## src/rtl/pc_pkg.sv

```systemverilog
// ============================================================================
// Module : pc_pkg
// Shared types and constants for the fetch PC generator (pc_gen, pc_ras).
// Rev    : 1.0  initial release
// ============================================================================
`default_nettype none

package pc_pkg;

    typedef enum logic [1:0] {
        ST_BOOT = 2'd0,
        ST_RUN  = 2'd1,
        ST_HALT = 2'd2
    } pc_state_e;

    localparam logic [63:0] DEFAULT_RESET_PC = 64'h1000;
    localparam int          STEP_C           = 2;
    localparam int          STEP_I           = 4;

    // Redirect targets must be halfword aligned, or word aligned without compressed support.
    function automatic logic target_misaligned(input logic [1:0] lo, input logic c_ext);
        return lo[0] | (~c_ext & lo[1]);
    endfunction

endpackage

`default_nettype wire

```

## src/rtl/pc_gen_if.sv

```systemverilog
// ============================================================================
// Module : pc_gen_if
// Control/redirect inputs and fetch-address outputs of pc_gen; RAS signals
// exist only when PC_GEN_RAS_EN is defined.
// Rev    : 1.0  initial release
// ============================================================================
`default_nettype none

interface pc_gen_if #(
    parameter int XLEN    = 64,
    parameter int EPOCH_W = 2
);
    logic               stall;
    logic               trap_en;
    logic [XLEN-1:0]    trap_pc;
    logic               bj_en;
    logic [XLEN-1:0]    bj_pc;
    logic               halt_req;
    logic               inst_valid;
    logic               inst_comp;
    logic [XLEN-1:0]    pc;
    logic               pc_valid;
    logic               redirect;
    logic [EPOCH_W-1:0] epoch;
    logic               misalign;
    logic [XLEN-1:0]    misalign_pc;
`ifdef PC_GEN_RAS_EN
    logic               ras_push;
    logic               ras_pop;
    logic [XLEN-1:0]    ras_push_pc;
`endif

    modport master (
`ifdef PC_GEN_RAS_EN
        output ras_push, output ras_pop, output ras_push_pc,
`endif
        output stall, output trap_en, output trap_pc, output bj_en, output bj_pc,
        output halt_req, output inst_valid, output inst_comp,
        input  pc, input pc_valid, input redirect, input epoch,
        input  misalign, input misalign_pc
    );

    modport slave (
`ifdef PC_GEN_RAS_EN
        input  ras_push, input ras_pop, input ras_push_pc,
`endif
        input  stall, input trap_en, input trap_pc, input bj_en, input bj_pc,
        input  halt_req, input inst_valid, input inst_comp,
        output pc, output pc_valid, output redirect, output epoch,
        output misalign, output misalign_pc
    );

endinterface

`default_nettype wire

```

## src/rtl/pc_ras.sv

```systemverilog
// ============================================================================
// Module : pc_ras
// Circular return-address stack; overflow overwrites the oldest entry.
// Instantiated by pc_gen only when PC_GEN_RAS_EN is defined.
// Rev    : 1.0  initial release
// ============================================================================
`default_nettype none

module pc_ras #(
    parameter int XLEN  = 64,
    parameter int DEPTH = 4
) (
    input  wire logic            clk,
    input  wire logic            rst,
    input  wire logic            clear,
    input  wire logic            push,
    input  wire logic            pop,
    input  wire logic [XLEN-1:0] push_pc,
    output logic      [XLEN-1:0] top_pc,
    output logic                 empty
);
    localparam int PTR_W = $clog2(DEPTH);
    localparam int CNT_W = $clog2(DEPTH + 1);

    logic [XLEN-1:0]  stack_q [DEPTH];
    logic [PTR_W-1:0] ptr_q, ptr_d;
    logic [CNT_W-1:0] cnt_q, cnt_d;
    logic             w_wr_en;
    logic [PTR_W-1:0] w_wr_ptr;

    // pop is already qualified by the caller as a non-empty pop.
    always_comb begin
        ptr_d    = ptr_q;
        cnt_d    = cnt_q;
        w_wr_en  = 1'b0;
        w_wr_ptr = ptr_q;
        if (clear) begin
            cnt_d = '0;
        end else if (push && pop) begin
            w_wr_en = 1'b1;
        end else if (push) begin
            ptr_d    = ptr_q + PTR_W'(1);
            w_wr_ptr = ptr_q + PTR_W'(1);
            w_wr_en  = 1'b1;
            if (cnt_q != CNT_W'(DEPTH)) cnt_d = cnt_q + CNT_W'(1);
        end else if (pop) begin
            ptr_d = ptr_q - PTR_W'(1);
            cnt_d = cnt_q - CNT_W'(1);
        end
    end

    always_ff @(posedge clk or posedge rst) begin
        if (rst) begin
            ptr_q <= '0;
            cnt_q <= '0;
        end else begin
            ptr_q <= ptr_d;
            cnt_q <= cnt_d;
        end
    end

    always_ff @(posedge clk) begin
        if (w_wr_en) stack_q[w_wr_ptr] <= push_pc;
    end

    assign top_pc = stack_q[ptr_q];
    assign empty  = (cnt_q == '0);

endmodule

`default_nettype wire

```

## src/rtl/pc_gen.sv

```systemverilog
// ============================================================================
// Module : pc_gen
// Fetch PC generator: BOOT/RUN/HALT FSM, trap/branch redirects with epoch,
// redirect alignment check. Optional return-address stack via PC_GEN_RAS_EN.
// Rev    : 1.0  initial release
// ============================================================================
`default_nettype none

module pc_gen
    import pc_pkg::*;
#(
    parameter int          XLEN      = 64,
    parameter logic [63:0] RESET_PC  = DEFAULT_RESET_PC,
    parameter int          C_EXT     = 1,
    parameter int          EPOCH_W   = 2,
    parameter int          RAS_DEPTH = 4
) (
    input wire logic clk,
    input wire logic rst,
    pc_gen_if.slave  bus
);
    localparam logic [XLEN-1:0] RST_PC   = XLEN'(RESET_PC);
    localparam logic            C_EXT_EN = (C_EXT != 0);

    pc_state_e          state_q, state_d;
    logic [XLEN-1:0]    pc_q, pc_d;
    logic               pc_valid_q, pc_valid_d;
    logic               redirect_q, redirect_d;
    logic [EPOCH_W-1:0] epoch_q, epoch_d;
    logic               misalign_q, misalign_d;
    logic [XLEN-1:0]    misalign_pc_q, misalign_pc_d;
    logic [XLEN-1:0]    w_seq_pc;
    logic               w_bj_bad;

    assign w_seq_pc = pc_q + ((C_EXT_EN && bus.inst_comp) ? XLEN'(STEP_C) : XLEN'(STEP_I));
    assign w_bj_bad = target_misaligned(bus.bj_pc[1:0], C_EXT_EN);

`ifdef PC_GEN_RAS_EN
    logic            w_ras_take;
    logic            w_ras_empty;
    logic [XLEN-1:0] w_ras_top;

    pc_ras #(
        .XLEN  (XLEN),
        .DEPTH (RAS_DEPTH)
    ) u_ras (
        .clk     (clk),
        .rst     (rst),
        .clear   (bus.trap_en && (state_q != ST_BOOT)),
        .push    (bus.ras_push),
        .pop     (w_ras_take),
        .push_pc (bus.ras_push_pc),
        .top_pc  (w_ras_top),
        .empty   (w_ras_empty)
    );
`endif

    always_comb begin
        state_d       = state_q;
        pc_d          = pc_q;
        redirect_d    = 1'b0;
        epoch_d       = epoch_q;
        misalign_d    = 1'b0;
        misalign_pc_d = misalign_pc_q;
`ifdef PC_GEN_RAS_EN
        w_ras_take    = 1'b0;
`endif
        case (state_q)
            ST_BOOT: state_d = ST_RUN;
            ST_RUN: begin
                if (bus.trap_en) begin
                    pc_d       = bus.trap_pc;
                    redirect_d = 1'b1;
                    epoch_d    = epoch_q + EPOCH_W'(1);
                end else begin
                    if (bus.bj_en) begin
                        if (w_bj_bad) begin
                            misalign_d    = 1'b1;
                            misalign_pc_d = bus.bj_pc;
                        end else begin
                            pc_d       = bus.bj_pc;
                            redirect_d = 1'b1;
                            epoch_d    = epoch_q + EPOCH_W'(1);
                        end
                    end else if (bus.stall || !bus.inst_valid) begin
                        pc_d = pc_q;
`ifdef PC_GEN_RAS_EN
                    end else if (bus.ras_pop && !w_ras_empty) begin
                        pc_d       = w_ras_top;
                        w_ras_take = 1'b1;
                        redirect_d = 1'b1;
                        epoch_d    = epoch_q + EPOCH_W'(1);
`endif
                    end else begin
                        pc_d = w_seq_pc;
                    end
                    if (bus.halt_req) state_d = ST_HALT;
                end
            end
            ST_HALT: begin
                if (bus.trap_en) begin
                    pc_d       = bus.trap_pc;
                    redirect_d = 1'b1;
                    epoch_d    = epoch_q + EPOCH_W'(1);
                    state_d    = ST_RUN;
                end
            end
            default: state_d = ST_BOOT;
        endcase
        pc_valid_d = (state_d == ST_RUN);
    end

    always_ff @(posedge clk or posedge rst) begin
        if (rst) begin
            state_q       <= ST_BOOT;
            pc_q          <= RST_PC;
            pc_valid_q    <= 1'b0;
            redirect_q    <= 1'b0;
            epoch_q       <= '0;
            misalign_q    <= 1'b0;
            misalign_pc_q <= '0;
        end else begin
            state_q       <= state_d;
            pc_q          <= pc_d;
            pc_valid_q    <= pc_valid_d;
            redirect_q    <= redirect_d;
            epoch_q       <= epoch_d;
            misalign_q    <= misalign_d;
            misalign_pc_q <= misalign_pc_d;
        end
    end

    assign bus.pc          = pc_q;
    assign bus.pc_valid    = pc_valid_q;
    assign bus.redirect    = redirect_q;
    assign bus.epoch       = epoch_q;
    assign bus.misalign    = misalign_q;
    assign bus.misalign_pc = misalign_pc_q;

endmodule

`default_nettype wire

```

## src/flat_wrapper.sv

```systemverilog
// flat-port wrapper written by rule: the top's interface ports become plain ports
module pc_gen_flat import pc_pkg::*;
#(
    parameter int          XLEN      = 64,
    parameter logic [63:0] RESET_PC  = DEFAULT_RESET_PC,
    parameter int          C_EXT     = 1,
    parameter int          EPOCH_W   = 2,
    parameter int          RAS_DEPTH = 4
)
  (clk, rst, bus_stall, bus_trap_en, bus_trap_pc, bus_bj_en, bus_bj_pc, bus_halt_req, bus_inst_valid, bus_inst_comp, bus_pc, bus_pc_valid, bus_redirect, bus_epoch, bus_misalign, bus_misalign_pc);
  pc_gen_if #(.XLEN(XLEN), .EPOCH_W(EPOCH_W)) bus_i ();
  input wire logic clk;
  input wire logic rst;
  input wire logic [$bits(bus_i.stall)-1:0] bus_stall;
  input wire logic [$bits(bus_i.trap_en)-1:0] bus_trap_en;
  input wire logic [$bits(bus_i.trap_pc)-1:0] bus_trap_pc;
  input wire logic [$bits(bus_i.bj_en)-1:0] bus_bj_en;
  input wire logic [$bits(bus_i.bj_pc)-1:0] bus_bj_pc;
  input wire logic [$bits(bus_i.halt_req)-1:0] bus_halt_req;
  input wire logic [$bits(bus_i.inst_valid)-1:0] bus_inst_valid;
  input wire logic [$bits(bus_i.inst_comp)-1:0] bus_inst_comp;
  output wire logic [$bits(bus_i.pc)-1:0] bus_pc;
  output wire logic [$bits(bus_i.pc_valid)-1:0] bus_pc_valid;
  output wire logic [$bits(bus_i.redirect)-1:0] bus_redirect;
  output wire logic [$bits(bus_i.epoch)-1:0] bus_epoch;
  output wire logic [$bits(bus_i.misalign)-1:0] bus_misalign;
  output wire logic [$bits(bus_i.misalign_pc)-1:0] bus_misalign_pc;
  assign bus_i.stall = bus_stall;
  assign bus_i.trap_en = bus_trap_en;
  assign bus_i.trap_pc = bus_trap_pc;
  assign bus_i.bj_en = bus_bj_en;
  assign bus_i.bj_pc = bus_bj_pc;
  assign bus_i.halt_req = bus_halt_req;
  assign bus_i.inst_valid = bus_inst_valid;
  assign bus_i.inst_comp = bus_inst_comp;
  assign bus_pc = bus_i.pc;
  assign bus_pc_valid = bus_i.pc_valid;
  assign bus_redirect = bus_i.redirect;
  assign bus_epoch = bus_i.epoch;
  assign bus_misalign = bus_i.misalign;
  assign bus_misalign_pc = bus_i.misalign_pc;
  pc_gen #(.XLEN(XLEN), .RESET_PC(RESET_PC), .C_EXT(C_EXT), .EPOCH_W(EPOCH_W), .RAS_DEPTH(RAS_DEPTH)) u_core (.clk(clk), .rst(rst), .bus(bus_i));
endmodule
```

## config.mk

```make
export PLATFORM = sky130hd
export DESIGN_NAME = pc_gen_flat
export DESIGN_NICKNAME = d
export VERILOG_FILES = /design/src/rtl/pc_pkg.sv /design/src/rtl/pc_gen_if.sv /design/src/rtl/pc_ras.sv /design/src/rtl/pc_gen.sv /design/src/flat_wrapper.sv
export SDC_FILE = /design/constraint.sdc
export NUM_CORES = 1
export LEC_CHECK = 0
export ABC_AREA = 0
export CORE_ASPECT_RATIO = 0.8
export CORE_MARGIN = 3
export CORE_UTILIZATION = 51
export CTS_CLUSTER_DIAMETER = 200
export DETAILED_ROUTE_END_ITERATION = 7
export GPL_TIMING_DRIVEN = 1
export PLACE_DENSITY = 0.95
export SYNTH_ARGS = -nofsm -noshare
export SYNTH_HDL_FRONTEND = slang
export SYNTH_SLANG_ARGS = --single-unit
```

## constraint.sdc

```tcl
create_clock -name clk -period 11.2 [get_ports clk]
set_input_delay 2.24 -clock clk [delete_from_list [all_inputs] [get_ports clk]]
set_output_delay 2.24 -clock clk [all_outputs]
set_load 0.01 [all_outputs]
```

# Word level (Yosys, flattened, before mapping)
# Index checks and enable logic that the tools add are counted.
[classes]
addsub = 2
eq_ne = 8
mux = 25
n_bitwise = 1
reduce_logical = 7
[ops]
columns = ["op", "n"]
rows = [
  ["$mux W64", 5],
  ["$pmux W64 S2", 1],
  ["$add A64 B64 Y64", 1],
  ["$mux W2", 7],
  ["$reduce_and A4 Y1", 3],
  ["$mux W1", 8],
  ["$ne A4 B4 Y1 const B", 2],
  ["$ne A3 B3 Y1 const B", 2],
  ["$pmux W2 S3", 1],
  ["$eq A2 B1 Y1 const B", 2],
  ["$pmux W2 S2", 1],
  ["$mux W3", 1],
  ["$add A2 B1 Y2 const B", 1],
  ["$eq A2 B2 Y1 const B", 1],
  ["$logic_not A2 Y1", 1],
  ["$ne A2 B2 Y1 const B", 1],
  ["$pmux W1 S2", 1],
  ["$reduce_bool A2 Y1", 1],
  ["$logic_not A1 Y1", 1],
  ["$logic_or A1 B1 Y1", 1],
  ["$not A1 Y1", 1],
]
[word_totals]
regBits = 135
input_bits = 136
out_inout_bits = 133
word_cells = 50

# Longest topological paths before layout
[logic_depth]
depth_word = 6
mapped_depth = 11
depth_no_buf = 8

# Least setup slack after synthesis
# Ideal clock, no wire load.
[synth_path]
kind = "input to register"
from = "input bus_inst_comp"
to = "register u_core.pc_q[43], in the netlist u_core.bus.pc[43]"
setup_ps = 87
arrival_ps = 4290
t_required_ps = 11113
setup_slack_ps = 6823
path_stages = 9
path_buffers = 1
cell_sequence = "ha_1 inv_1 fa_1 nand4b_1 buf_2 or4_1 nor4_1 o21ai_0 a22oi_1"
[synth_between]
elab_chain_cells = 6
[synth_rtl]
columns = ["item", "line_no", "text"]
rows = [
  ["start, declared", "flat_wrapper.sv:21", "input wire logic [$bits(bus_i.inst_comp)-1:0] bus_inst_comp;"],
  ["$mux W3", "pc_gen.sv:35", "assign w_seq_pc = pc_q + ((C_EXT_EN && bus.inst_comp) ? XLEN'(STEP_C) : XLEN'(STEP_I));"],
  ["$add A64 B64 Y64", "pc_gen.sv:35", ""],
  ["$mux W64", "pc_gen.sv:85", "end else if (bus.stall || !bus.inst_valid) begin"],
  ["$mux W64", "pc_gen.sv:76", "if (bus.bj_en) begin"],
  ["$mux W64", "pc_gen.sv:71", "if (bus.trap_en) begin"],
  ["$pmux W64 S2", "pc_gen.sv:68", "case (state_q)"],
  ["end signal, assigned", "pc_gen.sv:124", "pc_q <= pc_d;"],
  ["end, declared", "pc_gen.sv:26", "logic [XLEN-1:0] pc_q, pc_d;"],
]
# Every way passes these cells. The select of a mux whose other input is x is not followed.
# A chain may end at the register's enable or synchronous reset.

# Worst setup path after layout
[layout_path]
from = "input bus_inst_comp"
to = "register u_core.pc_q[23], in the netlist u_core.bus.pc[23]"
# Same word-level chain as after synthesis.

==> results.json <==
{
  "outcome": "finished, final reports clean",
  "fin_tns_setup_ns": 0,
  "r2r_slack_ns": 7.63,
  "grt_first_pass_wirelength_um": 48930,
  "place_ws_ns": 5.501,
  "synth_cells": 1045,
  "criticalPathCategory": "in -> reg",
  "startpoint_type": "input pin",
  "finalCriticalPeriod_ns": 5.398,
  "hold_buffers": 0,
  "crit_buf_inv": 2,
  "dp_cells": 1464,
  "num_rows": 40,
  "synth.area.top_cells": "dfrtp_1 (41%), nand2_1 (11%), a21oi_1 (5.1%)",
  "vdd_drop_max_v": 0.0001532,
  "power.internal_mw": 1.736,
  "slowest_delay_ns": 0.91,
  "path_clk_slew_ns": 0.06,
  "cts_resized": 0,
  "diodes": 0,
  "synth-async-reset-ratio_pct": 100.0,
  "cts_tree": "done",
  "register_area_um2": 3379,
  "root_buffer": "clkbuf_16",
  "p_seq_share_pct": 33.3,
  "htreeDepth": 4,
  "yosysTopAreaCell": "dfrtp_1",
  "cp_top_family": "simple AND/OR/NAND/NOR gates",
  "grt.overflow.total": 0,
  "power_frac_comb_pct": 49.1,
  "syn_area_per_cell_um2": 7.888,
  "areaGrowthSynthToFinish_pct": 40.10,
  "portBuffers": 268,
  "clockBufferDepth": 2,
  "hp-class": "reg -> reg",
  "clock_sinks": 135,
  "track_usage_pct": 34.66,
  "dp_hpwl_um": 21730,
  "ant_nets": 0,
  "end_kind": "flop",
  "leakagePower_nw": 4.882,
  "insertion_delay_ns": 0.42,
  "route.detailed.drc": 0,
  "fill_cells": 1183,
  "slowest_stage": "nor4_2",
  "vias_per_cell": 6.302,
  "antenna_found_initial": 0,
  "cap_violations": 0,
  "drive_above_1_share_pct": 4.514,
  "wl_um": 31300,
  "cts_setup_buffers": 0,
  "syn_nets": 1188,
  "num_vias": 9422,
  "slew_headroom_pct": 25.37,
  "start_util_pct": 53.47,
  "pwr-share-clk_pct": 17.5,
  "numCtsBuffers": 17,
  "fp.dieH_um": 119.7,
  "rsz0062_at_grt": "false",
  "ios": 269,
  "grt_pass1_vias": 8793,
  "worst_slew_pin_slew_ns": 1.118,
  "dieWidth_um": 148.1,
  "yosys_warnings": 0,
  "yosysSeqAreaShare_pct": 41.00,
  "ys_ff_latch": 135,
  "final_nets": 1416,
  "multi_input_area_um2": 4492,
  "final_core_util_pct": 74.92,
  "placed_area_um2": 11020,
  "skew_ns": 0.007278,
  "ys_types": 67,
  "gp_congestion": 0.9659,
  "hold_violations": 0,
  "grt_max_degree": 89,
  "netlist_area_um2": 8243,
  "critPathRequiredTime_ns": 11.53,
  "finalSetupViolations": 0,
  "p_switching_mw": 1.264,
  "fin_crit_sh_pct": 48.20,
  "path_cells": "clkdlybuf4s50_1, ha_1, inv_1, fa_1, nand4b_1, nor4_2, nand4_1, o311a_1, o22ai_1",
  "die_area_um2": 17730,
  "drt-pass1-iter-count": 6,
  "cp_max_fo": 13,
  "p_per_area_nw_per_um2": 259.8,
  "fmax_ghz": 0.1853,
  "drv_slew": 0,
  "worst_slack_ns": 5.802,
  "wl_per_cell_um": 20.93,
  "fin_area_um2": 11550,
  "synth_edf_count": 0,
  "arrival_ns": 5.73,
  "swShare_pct": 42.13,
  "drt_iter0_drc": 1086,
  "synth_top_area_share_pct": 40.68,
  "core_area_um2": 15410,
  "layout.cells.non_filler": 1495,
  "synth_flop_cell": "dfrtp_1"
}
-- flip-flops by register name, summed over array words and instances (netlist names) --
name                    cells
u_core.bus.pc_valid         1
u_core.bus.redirect         1
u_core.bus.pc              64
u_core.bus.epoch            2
u_core.state_q              2
u_core.bus.misalign_pc     64
u_core.bus.misalign         1
-- worst paths after layout --
kind | start | end | cells past startpoint
max in group asynchronous | rst | u_core.bus.pc[31] | 3
min | u_core.bus.misalign_pc[16] | u_core.bus.misalign_pc[16] | 2
min in group asynchronous | rst | u_core.bus.misalign_pc[6] | 2
min reg2reg | u_core.bus.misalign_pc[16] | u_core.bus.misalign_pc[16] | 2
max | bus_inst_comp | u_core.bus.pc[23] | 9
max reg2reg | u_core.state_q[1] | u_core.bus.pc[34] | 9
-- per-stage QoR --
step | hold slack [ns] | total power [mW]
finish | 0.4725 | 3.000
global route | 0.4991 | 3.175
CTS | 0.4757 | 2.982
detailed placement | 0.4612 | 2.445
global placement | 0.4488 | 2.389
floorplan | 0.5041 | 1.691
-- worst min-delay path, cell delays in order (launching register included) --
cell	delay (ns)
dfrtp_1	0.34
nand2_1	0.05
nand2_1	0.05
-- cells in the mapped netlist (5+ instances only) --
master and number:
a211o_1 6, a211oi_1 8, a21oi_1 84, a311oi_1 7
a31oi_1 12, and2_1 8, and3_1 31, and4_1 14
buf_2 11, clkbuf_1 56, dfrtp_1 134, ha_1 6
inv_1 30, mux2i_1 14, nand2_1 248, nand3_1 54
nand3b_1 5, nand4_1 36, nor2_1 52, nor3_1 24
nor4_1 20, o211ai_1 6, o21ai_0 63, o22ai_1 12
o31a_1 7, or3_1 7, or4_1 6, xnor2_1 7
xor2_1 9
-- logic make-up (layout without fill, tap and decap cells) --
logic type	count (synthesis)	count (layout)	synth area share, %
DFF	135	135	41.00
and+or+nand+nor	528	528	31.47
muxes	14	14	1.700
xor gates and xnor gates	16	16	1.700
AOI/OAI and AO/OA	244	244	18.22
adders and majority gates	7	7	1.154
buffers and inverters	101	341	4.766
-- layout by cell type, fill, tap and decap left out, types with 5 or more instances in the layout --
cell	count
clkdlybuf4s50_1	267
mux2i_1	14
xnor2_1	7
nand2_1	248
buf_4	11
or3_1	7
and2_1	8
o211ai_1	6
o31a_1	7
a211o_1	5
o22ai_1	12
ha_1	6
nor3_1	24
nand3_1	54
a211oi_1	7
dfrtp_1	134
a31oi_1	12
a311oi_1	7
nor4_1	20
nand4_1	36
a21oi_1	84
inv_1	28
clkinv_2	5
or4_1	6
nand3b_1	5
clkbuf_16	17
and4_1	14
and3_1	31
xor2_1	9
nor2_1	51
o21ai_0	63
-- power by group through the flow --
stage / Sequential, mW / Clock, mW / Combinational (mW)
global placement: 0.980 / 0 / 1.41
detailed placement: 0.992 / 0 / 1.45
floorplan: 1.03 / 0 / 0.662
global route: 1.04 / 0.550 / 1.59
CTS: 0.990 / 0.527 / 1.46
finish: 1.00 / 0.526 / 1.47
-- final cells by class --
class                           count  share of cell area, %
Tap cell                          210                  2.275
Inverter                           31                  1.051
Multi-Input combinational cell    809                  38.89
Timing Repair Buffer              279                  23.90
Sequential cell                   135                  29.26
Clock inverter                      9                 0.6826
Clock buffer                       22                  3.933
-- routing by layer --
metal | share of wire [%] | global-route usage (%) | vias to the layer above | wire length (um)
met3 | 12 | 9.777 | 75 | 3910
met4 | 3.0 | 11.48 | 0 | 935
met5 | 0 | 0 | - | 0
met1 | 39 | 46.12 | 4458 | 12190
li1 | - | - | 4233 | -
met2 | 46 | 54.86 | 656 | 14260
Power figures use the tool's default switching activity.
==> variant: new RTL, same settings <==
`XLEN` is set to 64 in 3 places; all go to 32.
--- a/src/rtl/pc_gen_if.sv
+++ b/src/rtl/pc_gen_if.sv
@@ -9,3 +9,3 @@
 interface pc_gen_if #(
-    parameter int XLEN    = 64,
+    parameter int XLEN    = 32,
     parameter int EPOCH_W = 2
--- a/src/rtl/pc_gen.sv
+++ b/src/rtl/pc_gen.sv
@@ -11,3 +11,3 @@
 #(
-    parameter int          XLEN      = 64,
+    parameter int          XLEN      = 32,
     parameter logic [63:0] RESET_PC  = DEFAULT_RESET_PC,
--- a/src/flat_wrapper.sv
+++ b/src/flat_wrapper.sv
@@ -3,3 +3,3 @@
 #(
-    parameter int          XLEN      = 64,
+    parameter int          XLEN      = 32,
     parameter logic [63:0] RESET_PC  = DEFAULT_RESET_PC,
Ports: changed (resized bus_bj_pc, bus_misalign_pc, bus_pc and bus_trap_pc); port bits go from 269 to 141. The function was not compared with the original's and may differ.
==> variant against the original RTL <==
- count of clock-buffer cells in the layout is 11 lower
- design area is 50% lower
- critical path type unchanged
- sequential cell count is 64 lower
- routed wire length is 59% lower
- area after synthesis is 50% lower
- total power is 48% lower
- register-to-register slack better by 0.38 ns
- setup slack hardly changed
==> variant: results (changes against the original RTL) <==
setup_path:
  reg2regPathDepth: 8  # -1
  timing.rr.end: "u_core.bus.pc[10]"
  crit_arrival_ns: 5.67  # -0.06 ns
  timing.reg2reg.setup_slack_ns: 8.01  # +0.38 ns
  r2r-start: "u_core.state_q[0]"
  path_max_fanout: 21  # +8
cts:
  cts_buffers: 9  # -8
  clk_pin_slew_worst_paths_ns: 0.08  # +0.02 ns
  post_cts_buffers: 0  # unchanged
  h-tree-depth: 3  # -1
  clk_latency_ns: 0.35  # -0.07 ns
  cts-resized-gates: 0  # unchanged
  clockRootBuffer: "clkbuf_8"
detailed_routing:
  top_layer_used: "met4"
  wl_met1_um: 5246  # -57%
  drt_iter0_drc: 484  # -55%
  firstDrtPassIters: 5  # -1
  routed_wl_um: 12950  # -59%
  route.met2.wl_um: 6005  # -58%
  routed_via_density: 5.936  # -5.8%
  met3_length_um: 1439  # -63%
layout:
  fin_nets: 672  # -53%
  antennaDiodeCount: 0  # unchanged
  drive_gt1_share_pct: 8.027  # +3.5 points
worst_hold_path:
  min_path_cells: 1  # -1
  min-delay-start: "u_core.bus.misalign_pc[0]"
  hold_path_end: "u_core.bus.misalign_pc[0]"
  hold_path_class: "reg2reg"
logic_synthesis:
  ys_seq_area_share_pct: 43.07  # +2.1 points
  ys_warn_count: 0  # unchanged
  synth_area_leaders: "dfrtp_1 42%, nand2_1 10%, a21oi_1 4.2%"
  yosysMostFrequentCell: "nand2_1"
  synth_commonest_cells: "115 x nand2_1, 70 x dfrtp_1, 35 x a21oi_1, 25 x nor2_1, 20 x xor2_1"
  yosys.cell_types.count: 59  # -12%
  syn_nets: 543  # -54%
  async_reset_ff_share_pct: 100.0  # unchanged
  yosys_most_used_dff: "dfrtp_1"
timing:
  min_period_ns: 5.398  # -0.0002100 ns
  final.setup.tns_ns: 0  # unchanged
  fin_worst_skew_ns: 0.007468  # +0.0001902 ns
  tightest_slew_ns: 1.222  # +0.1037 ns
job:
  drv_cap: 0  # unchanged
placed_design:
  gp_congestion: 0.9261  # -4.1%
  io_buffers: 140  # -48%
  dp_hpwl_um: 9010  # -59%
grt:
  grt_first_pass_wirelength_um: 20610  # -58%
  grt_use_total_pct: 28.40  # -6.3 points
  grt_max_degree: 72  # -19%
  grt_pass1_vias: 4054  # -54%
pwr:
  p_leak_uw: 0.002404  # -51%
  ir_drop_uv: 159.8  # +4.3%
status:
  status: "finished, final reports clean"
## variant: changes by cell type in the layout (fill, tap and decap cells not counted), sizes merged, moves of 19 or more
cell / before / now
a21oi: 84 / 36
and3: 31 / 4
clkdlybuf4s50: 267 / 140
dfrtp: 134 / 70
inv: 30 / 10
nand2: 248 / 115
nand3: 56 / 14
nand4: 38 / 14
nor2: 52 / 26
nor4: 24 / 5
o21ai: 64 / 20
## variant: area by class of cell
| class | count | area, um2 |
|---|---|---|
| clock buffers | 11 | 151.4 |
| clock inverters | 5 | 80.08 |
| fillers | 515 | 1851 |
| inverters | 10 | 37.54 |
| multi-input cells | 356 | 2170 |
| flip-flops and latches | 71 | 1778 |
| well taps | 105 | 131.4 |
| repair buffers | 145 | 1439 |
## variant: how the worst max path moves through the flow
stage | endpoint | cells past startpoint | slack [ns] | from
floorplan | u_core.bus.epoch[0] | 1 | 7.17 | rst
global placement | u_core.bus.pc[12] | 6 | 5.68 | bus_bj_en
detailed placement | u_core.bus.pc[12] | 6 | 5.54 | bus_bj_en
CTS | u_core.bus.pc[28] | 7 | 5.92 | bus_bj_en
global route | u_core.bus.pc[12] | 6 | 5.67 | bus_bj_en
finish | u_core.bus.pc[12] | 6 | 5.80 | bus_bj_en
## variant: cell families (layout without fill, tap and decap cells)
family          after synthesis  count (layout)  synth area share [%]
fa+ha+maj                     7               7                 2.304
compound gates               99              99                 17.31
xor+xnor                     26              26                 5.517
simple gates                218             218                 25.77
mux                           6               6                 1.546
buf+inv                      37             171                 4.487
flops                        71              71                 43.07
## variant: where the power goes
group / switching, uW / internal, uW
registers: 136 / 380
logic: 401 / 401
clock network: 100 / 137
## variant: critical path: stages
cell and delay [ns]:
clkdlybuf4s50_1 1.06, inv_1 0.63, a31o_4 0.46, nor2_2 0.65
nand3_4 0.31, o211ai_1 0.30
## variant: routing by layer
| layer | global-route usage, % | up-vias |
|---|---|---|
| li1 | - | 1895 |
| met1 | 37.77 | 1968 |
| met2 | 45.03 | 270 |
| met3 | 9.382 | 40 |
| met4 | 7.782 | 0 |
| met5 | 0 | - |
## variant: metrics by stage
step | hold slack (ns) | setup WS [ns] | cell area (um2) | total power, uW | cells
after floorplan | 0.5041 | 7.165 | 4128 | 952.4 | 464
after detailed placement | 0.4581 | 5.536 | 5555 | 1308 | 687
after global routing | 0.4985 | 5.672 | 5787 | 1652 | 703
after global placement | 0.4489 | 5.683 | 5555 | 1272 | 687
after CTS | 0.4781 | 5.920 | 5787 | 1553 | 703
final | 0.4713 | 5.802 | 5787 | 1556 | 703
